[config.mk]
export PLATFORM = sky130hd
export DESIGN_NAME = voice_allocator
export DESIGN_NICKNAME = d
export VERILOG_FILES = /design/src/rtl/voice_allocator.sv
export SDC_FILE = /design/constraint.sdc
export NUM_CORES = 1
export LEC_CHECK = 0
export ABC_AREA = 1
export BUFFER_PORTS_ARGS = -buffer_cell sky130_fd_sc_hd__buf_4
export CAP_MARGIN = 20
export CORE_MARGIN = 2
export CORE_UTILIZATION = 61
export CTS_CLUSTER_SIZE = 40
export DETAILED_ROUTE_END_ITERATION = 12
export PLACE_DENSITY = 0.78
export RECOVER_POWER = 50
export SLEW_MARGIN = 10
export SYNTH_ARGS = -nofsm -noshare
export SYNTH_HDL_FRONTEND = slang
export SYNTH_SLANG_ARGS = --single-unit
[constraint.sdc]
create_clock -name CLOCK_25 -period 4.27 [get_ports CLOCK_25]
set_clock_uncertainty 0.1 [all_clocks]
set_input_delay 0.2135 -clock CLOCK_25 [delete_from_list [all_inputs] [get_ports CLOCK_25]]
set_output_delay 0.2135 -clock CLOCK_25 [all_outputs]
set_load 0.005 [all_outputs]
[src/rtl/voice_allocator.sv]
`default_nettype none
// ============================================================================
//  Module   : voice_allocator
//  Purpose  : Note-event scheduler. Assigns note-on events to synth voices
//             (free, then released, then steal the oldest gated voice) and
//             routes note-off events to the voice holding the key. Scans one
//             voice per cycle, then issues one registered strobe per event.
//  Revision : 1.0 - initial release
// ============================================================================
module voice_allocator #(
   parameter int VOICES  = 4,
   parameter int V_WIDTH = $clog2(VOICES)
) (
   input  logic               CLOCK_25,
   input  logic               iRST_N,
   input  logic               ev_valid,
   input  logic               ev_on,
   input  logic [6:0]         ev_key,
   input  logic [6:0]         ev_vel,
   output logic               ev_ready,
   input  logic [VOICES-1:0]  voice_free,
   output logic [VOICES-1:0]  keys_on,
   output logic               note_on,
   output logic               note_off,
   output logic               steal,
   output logic               off_note_error,
   output logic [V_WIDTH-1:0] cur_key_adr,
   output logic [7:0]         cur_key_val,
   output logic [7:0]         cur_vel_on,
   output logic [7:0]         cur_vel_off,
   output logic [V_WIDTH:0]   active_keys
);

   typedef enum logic [1:0] {
      S_IDLE  = 2'd0,
      S_SCAN  = 2'd1,
      S_ISSUE = 2'd2
   } state_t;

   localparam logic [V_WIDTH-1:0] c_last_idx = V_WIDTH'(VOICES - 1);
   localparam logic [7:0]         c_age_max  = 8'hFF;

   state_t r_state;
   state_t w_next_state;

   // Per-voice tables
   logic [6:0]         r_key [VOICES];
   logic [7:0]         r_age [VOICES];
   logic [VOICES-1:0]  r_gate;

   // Latched event (r_ev_on already folds velocity-0 note-ons into note-offs)
   logic               r_ev_on;
   logic [6:0]         r_ev_key;
   logic [6:0]         r_ev_vel;

   // Scan position and per-class candidates
   logic [V_WIDTH-1:0] r_index;
   logic               r_has_match, r_has_free, r_has_rel, r_has_old;
   logic [V_WIDTH-1:0] r_match_idx, r_free_idx, r_rel_idx, r_old_idx;
   logic [7:0]         r_rel_age, r_old_age;

   // Stays low through reset so ev_ready rises on the first edge after release
   logic               r_ready_en;

   logic               w_accept;
   logic               w_cur_gate, w_cur_free;
   logic [6:0]         w_cur_key;
   logic [7:0]         w_cur_age;
   logic               w_do_on, w_do_off, w_do_err, w_do_steal;
   logic [V_WIDTH-1:0] w_sel_idx;
   logic [VOICES-1:0]  w_gate_next;

   function automatic logic [V_WIDTH:0] popcount(input logic [VOICES-1:0] bits);
      logic [V_WIDTH:0] sum;
      sum = '0;
      for (int i = 0; i < VOICES; i++) begin
         sum = sum + {{V_WIDTH{1'b0}}, bits[i]};
      end
      return sum;
   endfunction

   assign ev_ready   = (r_state == S_IDLE) && r_ready_en;
   assign w_accept   = ev_valid && ev_ready;
   assign keys_on    = r_gate;

   assign w_cur_gate = r_gate[r_index];
   assign w_cur_free = voice_free[r_index];
   assign w_cur_key  = r_key[r_index];
   assign w_cur_age  = r_age[r_index];

   // State register
   always_ff @(posedge CLOCK_25) begin
      if (!iRST_N) begin
         r_state <= S_IDLE;
      end else begin
         r_state <= w_next_state;
      end
   end

   // Next-state logic: accept, walk every voice once, then issue
   always_comb begin
      w_next_state = r_state;
      case (r_state)
         S_IDLE:  if (w_accept) w_next_state = S_SCAN;
         S_SCAN:  if (r_index == c_last_idx) w_next_state = S_ISSUE;
         S_ISSUE: w_next_state = S_IDLE;
         default: w_next_state = S_IDLE;
      endcase
   end

   // Final choice from the scanned candidates, in priority order
   always_comb begin
      w_do_on    = 1'b0;
      w_do_off   = 1'b0;
      w_do_err   = 1'b0;
      w_do_steal = 1'b0;
      w_sel_idx  = '0;
      if (r_ev_on) begin
         if (r_has_match) begin
            w_do_on   = 1'b1;
            w_sel_idx = r_match_idx;
         end else if (r_has_free) begin
            w_do_on   = 1'b1;
            w_sel_idx = r_free_idx;
         end else if (r_has_rel) begin
            w_do_on   = 1'b1;
            w_sel_idx = r_rel_idx;
         end else if (r_has_old) begin
            w_do_on    = 1'b1;
            w_do_steal = 1'b1;
            w_sel_idx  = r_old_idx;
         end
      end else begin
         if (r_has_match) begin
            w_do_off  = 1'b1;
            w_sel_idx = r_match_idx;
         end else begin
            w_do_err  = 1'b1;
         end
      end
   end

   // Gate vector as it will look after this event commits
   always_comb begin
      w_gate_next = r_gate;
      if (w_do_on) begin
         w_gate_next[w_sel_idx] = 1'b1;
      end else if (w_do_off) begin
         w_gate_next[w_sel_idx] = 1'b0;
      end
   end

   // Datapath: event latch, candidate scan, commit and output registers
   always_ff @(posedge CLOCK_25) begin
      if (!iRST_N) begin
         for (int v = 0; v < VOICES; v++) begin
            r_key[v] <= '0;
            r_age[v] <= '0;
         end
         r_gate         <= '0;
         r_ev_on        <= 1'b0;
         r_ev_key       <= '0;
         r_ev_vel       <= '0;
         r_index        <= '0;
         r_has_match    <= 1'b0;
         r_has_free     <= 1'b0;
         r_has_rel      <= 1'b0;
         r_has_old      <= 1'b0;
         r_match_idx    <= '0;
         r_free_idx     <= '0;
         r_rel_idx      <= '0;
         r_old_idx      <= '0;
         r_rel_age      <= '0;
         r_old_age      <= '0;
         r_ready_en     <= 1'b0;
         note_on        <= 1'b0;
         note_off       <= 1'b0;
         steal          <= 1'b0;
         off_note_error <= 1'b0;
         cur_key_adr    <= '0;
         cur_key_val    <= '0;
         cur_vel_on     <= '0;
         cur_vel_off    <= '0;
         active_keys    <= '0;
      end else begin
         r_ready_en     <= 1'b1;
         note_on        <= 1'b0;
         note_off       <= 1'b0;
         steal          <= 1'b0;
         off_note_error <= 1'b0;
         case (r_state)
            S_IDLE: begin
               if (w_accept) begin
                  r_ev_on     <= ev_on && (ev_vel != 7'd0);
                  r_ev_key    <= ev_key;
                  r_ev_vel    <= ev_vel;
                  r_index     <= '0;
                  r_has_match <= 1'b0;
                  r_has_free  <= 1'b0;
                  r_has_rel   <= 1'b0;
                  r_has_old   <= 1'b0;
                  r_rel_age   <= '0;
                  r_old_age   <= '0;
               end
            end
            S_SCAN: begin
               // First hit wins for match/free; strict compare keeps the
               // lowest index on equal ages
               if (w_cur_gate && (w_cur_key == r_ev_key) && !r_has_match) begin
                  r_has_match <= 1'b1;
                  r_match_idx <= r_index;
               end
               if (!w_cur_gate && w_cur_free && !r_has_free) begin
                  r_has_free <= 1'b1;
                  r_free_idx <= r_index;
               end
               if (!w_cur_gate && (!r_has_rel || (w_cur_age > r_rel_age))) begin
                  r_has_rel <= 1'b1;
                  r_rel_idx <= r_index;
                  r_rel_age <= w_cur_age;
               end
               if (w_cur_gate && (!r_has_old || (w_cur_age > r_old_age))) begin
                  r_has_old <= 1'b1;
                  r_old_idx <= r_index;
                  r_old_age <= w_cur_age;
               end
               r_index <= r_index + V_WIDTH'(1);
            end
            S_ISSUE: begin
               r_gate      <= w_gate_next;
               active_keys <= popcount(w_gate_next);
               if (w_do_on) begin
                  r_key[w_sel_idx] <= r_ev_key;
                  for (int v = 0; v < VOICES; v++) begin
                     if (w_sel_idx == V_WIDTH'(v)) begin
                        r_age[v] <= '0;
                     end else if (r_age[v] != c_age_max) begin
                        r_age[v] <= r_age[v] + 8'd1;
                     end
                  end
                  note_on     <= 1'b1;
                  steal       <= w_do_steal;
                  cur_key_adr <= w_sel_idx;
                  cur_key_val <= {1'b0, r_ev_key};
                  cur_vel_on  <= {1'b0, r_ev_vel};
               end
               if (w_do_off) begin
                  note_off    <= 1'b1;
                  cur_key_adr <= w_sel_idx;
                  cur_vel_off <= {1'b0, r_ev_vel};
               end
               if (w_do_err) begin
                  off_note_error <= 1'b1;
               end
            end
            default: ;
         endcase
      end
   end

endmodule
`default_nettype wire

==> impl_metrics.env, run 1 <==
export IMPL_die_footprint_um2=12600
export IMPL_ys_warnings_count=0
export IMPL_synth_top_cells_by_area="edfxtp_1, dfxtp_1, nand2_1"
export IMPL_firstDrtPassIters=7
export IMPL_die_height_um=112
export IMPL_cp_arrival_ns=3.47
export IMPL_cellLeakagePower_nw=3.62
export IMPL_power_ir_vdd_worst_v=0.000261
export IMPL_synth_seq_cells=144
export IMPL_final_antenna_net_count=0
export IMPL_clk_insertion_delay_late_ns=0.42
export IMPL_hold_violations=1
export IMPL_tightest_slew_ns=1.54
export IMPL_critical_path_startpoint_type="flop"
export IMPL_setup_repair_after_global_routing_missed_its_margin="false"
export IMPL_drc_errors=0
export IMPL_max_cap_viol=1
export IMPL_via_count=6183
export IMPL_postCtsSetupRepairBufs=0
export IMPL_fin_crit_sh_pct=81.8
export IMPL_initial_core_utilization_pct=62.8
export IMPL_area_growth_synth_to_final_pct=14.5
export IMPL_global_route_overflow_total=0
export IMPL_clock_path_buffers=2
export IMPL_min_clock_period_post_route_ns=3.49
export IMPL_cts_buffers_inserted=17
export IMPL_routed_via_density=5.62
export IMPL_detail_route_iter0_violations=666
export IMPL_tritoncts="built"
export IMPL_power_density_cell_area_nw_per_um2=406
export IMPL_yosys_area_top_type_share_pct=25.1
export IMPL_routabilityCongestion=0.907
export IMPL_hold_ws_ns=-0.00430
export IMPL_antenna_cells=0
export IMPL_grt_max_degree=68
export IMPL_final_layout_size_suffix_gt1_share_pct=13.2
export IMPL_cts_root_buffer_cell="clkbuf_16"
export IMPL_critical_path_endpoint_type="flop"
export IMPL_kind_of_path_behind_the_tightest_hold_check="in -> reg"
export IMPL_number_of_antenna_violations_at_the_first_check_in_global_routing=0
export IMPL_cts_repair_resized=0
export IMPL_finalSetupViolCount=0
export IMPL_h_tree_depth=4
export IMPL_hpwl_mm=11.9
export IMPL_critical_path_max_fanout=19
export IMPL_io_pins=60
export IMPL_groute_usage_overall_pct=28.7
export IMPL_syn_instance_count=888
export IMPL_syn_cell_area_um2=7170
export IMPL_status="finished with violations"
export IMPL_criticalPathCategory="reg -> reg"
export IMPL_syn_mean_instance_area_um2=8.07
export IMPL_synthArstFlopShare_pct=0
export IMPL_setup_tns_ns=0
export IMPL_routed_wl_mm=17.5
export IMPL_synthFlopType="dfxtp_1"
export IMPL_grt_pass1_vias=6123
export IMPL_max_freq_mhz=286
export IMPL_clk_sinks=144
export IMPL_seq_area_frac_synth_pct=48.6
export IMPL_std_cell_rows=39
export IMPL_port_buffer_count=56
export IMPL_grt_pass1_wl_mm=28.9
export IMPL_yosysTopAreaCell="edfxtp_1"
export IMPL_chipWidth_um=112
export IMPL_final_max_slew_violation_count=38
export IMPL_netlist_cell_type_count=45
export IMPL_timing_slew_headroom_pct=-2.73
export IMPL_post_drt_wl_per_cell_um=15.9
export IMPL_final_net_count=990
export IMPL_num_fill_cells=885
export IMPL_worst_setup_hold_path_clk_slew_ns=0.06
export IMPL_crit_path_required_time_ns=4.25
export IMPL_placeableCoreArea_um2=11400
export IMPL_synth_edf_count=60
export IMPL_violated_checks="hold timing, capacitance limit, slew limit"
[flip-flops by register name, summed over array words and instances, names as in the netlist, 3 cells and up, named ones only]
name         count
r_key           28
r_age           32
cur_vel_on       7
keys_on          4
cur_vel_off      7
cur_key_val      7
active_keys      3
r_ev_key         7
r_old_age        8
r_rel_age        8
r_ev_vel         7
[cell type report]
type / count / area, µm² / share of cell area (%)
Sequential cell: 144 / 3480 / 42.5
Clock inverter: 13 / 124 / 1.51
Clock buffer: 19 / 475 / 5.80
Inverter: 97 / 369 / 4.50
Timing Repair Buffer: 71 / 546 / 6.65
Tap cell: 143 / 179 / 2.18
Multi-Input combinational cell: 613 / 3030 / 36.9
[synthesized netlist by cell type, drive strengths merged, types with 2 or more instances]
| cell type | count |
|---|---|
| nand2 | 193 |
| nor2 | 145 |
| inv | 97 |
| dfxtp | 84 |
| a21oi | 75 |
| nand3 | 68 |
| o21ai | 62 |
| edfxtp | 60 |
| buf | 24 |
| ha | 23 |
| clkbuf | 12 |
| nor3 | 10 |
| xor2 | 9 |
| nor3b | 7 |
| nand4 | 3 |
| a21o | 2 |
| o211ai | 2 |
| xnor2 | 2 |
[layer usage]
metal / part of all wire (%) / routed length (µm) / global-route usage, % / vias to the layer above
met2: 49 / 8650 / 48.0 / 208
met1: 43 / 7510 / 37.0 / 2929
li1: - / - / - / 3019
met4: 1.7 / 297 / 11.1 / 0
met5: 0 / 0 / 0 / -
met3: 6.0 / 1040 / 5.56 / 27
[cell usage in the layout, fill, tap and decap left out, types with 8 or more instances in the layout]
| cell type | Yosys | routed |
|---|---|---|
| dlygate4sd3_1 | 0 | 12 |
| inv_1 | 82 | 86 |
| dfxtp_1 | 84 | 84 |
| edfxtp_1 | 60 | 60 |
| ha_1 | 23 | 23 |
| clkbuf_16 | 0 | 19 |
| nor3_1 | 10 | 10 |
| nand2_2 | 12 | 10 |
| nor2_1 | 135 | 142 |
| nand3_2 | 9 | 9 |
| nand2_1 | 179 | 183 |
| clkbuf_4 | 0 | 31 |
| o21ai_1 | 19 | 18 |
| nand3_1 | 58 | 59 |
| xor2_1 | 9 | 9 |
| a21oi_1 | 74 | 75 |
| inv_2 | 13 | 8 |
| o21ai_0 | 42 | 43 |
| buf_4 | 7 | 23 |
[per-stage QoR]
| step | util [%] | instance area (µm²) | setup WS [ns] | std cells | power, mW |
|---|---|---|---|---|---|
| 4_1_cts | 72.7 | 8300 | 1.12 | 1098 | 3.34 |
| 6_report | 71.8 | 8200 | 0.777 | 1100 | 3.33 |
| 3_5_place_dp | 66.4 | 7580 | 1.11 | 1054 | 1.86 |
| 3_3_place_gp | 66.4 | 7580 | 1.24 | 1054 | 1.84 |
| 5_1_grt | 71.8 | 8200 | 0.479 | 1100 | 3.44 |
| 2_1_floorplan | - | 7170 | 1.87 | 890 | 1.78 |
[report_power, final]
| group | switching [mW] | total, mW | internal, mW |
|---|---|---|---|
| sequential | 0.0335 | 1.51 | 1.48 |
| combinational | 0.212 | 0.330 | 0.118 |
| clock | 0.608 | 1.49 | 0.879 |
[worst paths after layout]
| check | start | end | slack [ns] | cells past startpoint |
|---|---|---|---|---|
| max | r_state[1] | r_age[2][1] | 0.78 | 8 |
| min | ev_key[5] | r_ev_key[5] | -0.004 | 3 |
| max reg2reg | r_state[1] | r_age[2][1] | 0.78 | 8 |
| min reg2reg | cur_key_val[6] | cur_key_val[6] | 0.35 | 2 |
[kinds of logic after synthesis]
kind of cell	Yosys count	share of synthesized area (%)
compound gates	147	11.1
xor+xnor	11	1.34
fa+ha+maj	24	4.30
buf+inv	133	8.00
flops	144	48.6
other cells	1	0.0523
simple gates	428	26.6
[critical path, cell delays in order (launching register included)]
cell,delay (ns)
dfxtp_1,0.33
inv_1,0.05
nor2_1,0.54
inv_1,0.31
nor2_1,0.20
nand2_1,0.53
inv_4,0.30
o211ai_1,0.34
nand3_1,0.45
[what timing repair did]
item                       in CTS  in global routing
hold buffers                   12                  0
hold endpoints to repair       12                  0
setup endpoints to repair       0                  0
Note: power is estimated with default switching activity, not from simulation.
==> run 2, diff against run 1 <==
--- a/config.mk
+++ b/config.mk
@@ -9,10 +9,10 @@
 export BUFFER_PORTS_ARGS = -buffer_cell sky130_fd_sc_hd__buf_4
 export CAP_MARGIN = 20
 export CORE_MARGIN = 2
-export CORE_UTILIZATION = 61
+export CORE_UTILIZATION = 54
 export CTS_CLUSTER_SIZE = 40
 export DETAILED_ROUTE_END_ITERATION = 12
-export PLACE_DENSITY = 0.78
+export PLACE_DENSITY = 0.73
 export RECOVER_POWER = 50
 export SLEW_MARGIN = 10
 export SYNTH_ARGS = -nofsm -noshare
==> constraint.sdc (replaced) <==
create_clock -name CLOCK_25 -period 3.1 [get_ports CLOCK_25]
set_clock_uncertainty 0.1 [all_clocks]
set_input_delay 0.155 -clock CLOCK_25 [delete_from_list [all_inputs] [get_ports CLOCK_25]]
set_output_delay 0.155 -clock CLOCK_25 [all_outputs]
set_load 0.005 [all_outputs]
==> run 2 against run 1 <==
  * The run now ends clean
  * Critical path depth rose by 4
  * Cell area rose by 2.1%
  * Setup slack got worse by 0.40 ns
  * Count of clock-buffer cells in the layout rose by 3
  * Utilization fell by 7.8 points
  * Via count fell by 3.4%
  * First-iteration DRC count fell by 34%
  * Hold slack improved by 0.082 ns
  * Sequential cell count did not move
  * Global-route usage fell by 4.4 points
  * Critical path type unchanged
  * Largest cell class unchanged
==> impl_metrics.env, run 2 (synthesis gave the netlist of run 1 again) <==
export IMPL_critical_path_startpoint_type="flop"
export IMPL_global_route_overflow_total=0
export IMPL_initial_core_utilization_pct=54.8
export IMPL_max_freq_mhz=367
export IMPL_io_pins=60
export IMPL_final_common_cell="nand2_1"
export IMPL_cts_buffers_inserted=17
export IMPL_critical_r2r_capture="active_keys[1]"
export IMPL_routed_wl_mm=16.5
export IMPL_critical_path_endpoint="active_keys[1]"
export IMPL_crit_family="adder cells"
export IMPL_max_cap_viol=0
export IMPL_final_net_count=1001
export IMPL_power_ir_vdd_worst_v=0.000344
export IMPL_crit_path_required_time_ns=3.32
export IMPL_biggest_registers_after_layout="r_age: 32 flops, r_key: 28 flops"
export IMPL_clk_insertion_delay_late_ns=0.42
export IMPL_via_count=5972
export IMPL_post_drt_wl_per_cell_um=14.4
export IMPL_chipWidth_um=119
export IMPL_worst_path_stages=12
export IMPL_setup_repair_after_global_routing_missed_its_margin="false"
export IMPL_length_in_cells_of_the_worst_reg_to_reg_path=12
export IMPL_die_footprint_um2=14200
export IMPL_firstDrtPassIters=4
export IMPL_timing_slew_headroom_pct=28.1
export IMPL_post_cts_hold_buffer_count=14
export IMPL_final_max_slew_violation_count=0
export IMPL_critical_path_startpoint="r_has_rel"
export IMPL_kind_of_path_behind_the_tightest_hold_check="in -> reg"
export IMPL_status="finished, final reports clean"
export IMPL_tritoncts="built"
export IMPL_die_height_um=119
export IMPL_setup_tns_ns=0
export IMPL_cellLeakagePower_nw=3.74
export IMPL_h_tree_depth=4
export IMPL_port_buffer_count=56
export IMPL_postLayoutCoreUtil_pct=64.0
export IMPL_final_layout_size_suffix_gt1_share_pct=14.2
export IMPL_critical_path_max_fanout=6
export IMPL_hold_violations=0
export IMPL_drc_errors=0
export IMPL_critical_path_slowest_cell="fa_1"
export IMPL_path_cells="nor2_1 -> nand2_1 -> nand3_2 -> a21boi_4 -> nand2_1 -> o21ai_1 -> nand2_1 -> fa_1 -> ha_1 -> ha_1 -> nor2_1 -> nor2_1"
export IMPL_worst_setup_hold_path_clk_slew_ns=0.06
export IMPL_routabilityCongestion=0.838
export IMPL_grt_pass1_wl_mm=27.5
export IMPL_final_antenna_net_count=0
export IMPL_power_density_cell_area_nw_per_um2=543
export IMPL_final_cell_mix="nand2_1, nor2_1, inv_1"
export IMPL_finalSetupViolCount=0
export IMPL_number_of_antenna_violations_at_the_first_check_in_global_routing=0
export IMPL_slowest_delay_ns=0.45
export IMPL_hpwl_mm=11.2
export IMPL_placeableCoreArea_um2=13100
export IMPL_critical_path_endpoint_type="flop"
export IMPL_cts_repair_resized=0
export IMPL_area_growth_synth_to_final_pct=16.9
export IMPL_criticalPathCategory="reg -> reg"
export IMPL_r2r_start="r_has_rel"
export IMPL_cp_arrival_ns=2.94
export IMPL_detail_route_iter0_violations=442
export IMPL_clock_path_buffers=2
export IMPL_postCtsSetupRepairBufs=0
export IMPL_regToRegSetupSlack_ns=0.37
export IMPL_groute_usage_overall_pct=24.3
export IMPL_fin_crit_sh_pct=87.9
export IMPL_std_cell_rows=42
export IMPL_tightest_slew_ns=1.08
export IMPL_largest_register_ff_count=32
export IMPL_cts_root_buffer_cell="clkbuf_16"
export IMPL_path_buf_inv=0
export IMPL_largest_register="r_age"
export IMPL_routed_via_density=5.22
export IMPL_grt_max_degree=61
export IMPL_clk_sinks=144
export IMPL_grt_pass1_vias=5616
export IMPL_min_clock_period_post_route_ns=2.73
run 2: changes by cell type in the layout (fill, tap and decap cells not counted), moves of 2 or more:
cell           delta
dlygate4sd3_1     +2
nand2_1           -2
clkbuf_1          +2
clkbuf_8          +2
buf_4             +8
clkinvlp_4        -2
nand2_4           +2
run 2: area by class of cell:
cell class                 count  area [µm²]
clock inverter                10        98.8
inverter                      97         369
multi-input combinational    613        3070
sequential                   144        3480
fill                        1140        4710
antenna                        1        2.50
tap                          176         220
timing repair buffer          82         649
clock buffer                  22         485
run 2: tightest hold or removal path: stages:
cell     delay (ns)
buf_4          0.11
nand3_1        0.09
a21oi_1        0.05
a21oi_1        0.11
nor2_1         0.04
run 2: worst min-delay path by stage:
stage                   startpoint              to  cells past startpoint
finish                       ev_on         r_ev_on                      5
global placement    cur_key_val[2]  cur_key_val[2]                      2
floorplan                   iRST_N      r_ready_en                      0
global route                iRST_N        note_off                      5
detailed placement  cur_key_val[3]  cur_key_val[3]                      2
CTS                         iRST_N        note_off                      5
run 2: where the power goes:
part	leakage, nW	switching (mW)	internal, mW	total [mW]
Sequential	1.30	0.0420	2.04	2.08
Combinational	2.14	0.291	0.171	0.462
Clock	0.291	0.804	1.20	2.01
Total	3.74	1.14	3.41	4.55
run 2: stage by stage:
stage	power [mW]	cells	instance area (µm²)	hold WS [ns]	setup WS, ns
floorplan	2.45	890	7170	0.0827	0.698
global placement	2.56	1097	7710	0.332	0.465
detailed placement	2.56	1098	7710	0.335	0.483
CTS	4.57	1144	8440	0.0602	0.459
global route	4.73	1144	8380	0.0895	0.187
finish	4.55	1145	8380	0.0775	0.374
run 2: layer usage:
metal | GRT usage, % | wire length [µm] | vias up
met1 | 33.2 | 7690 | 2742
met3 | 4.74 | 877 | 22
met5 | 0 | 0 | -
met2 | 38.8 | 7710 | 174
li1 | - | - | 3034
met4 | 8.18 | 220 | 0
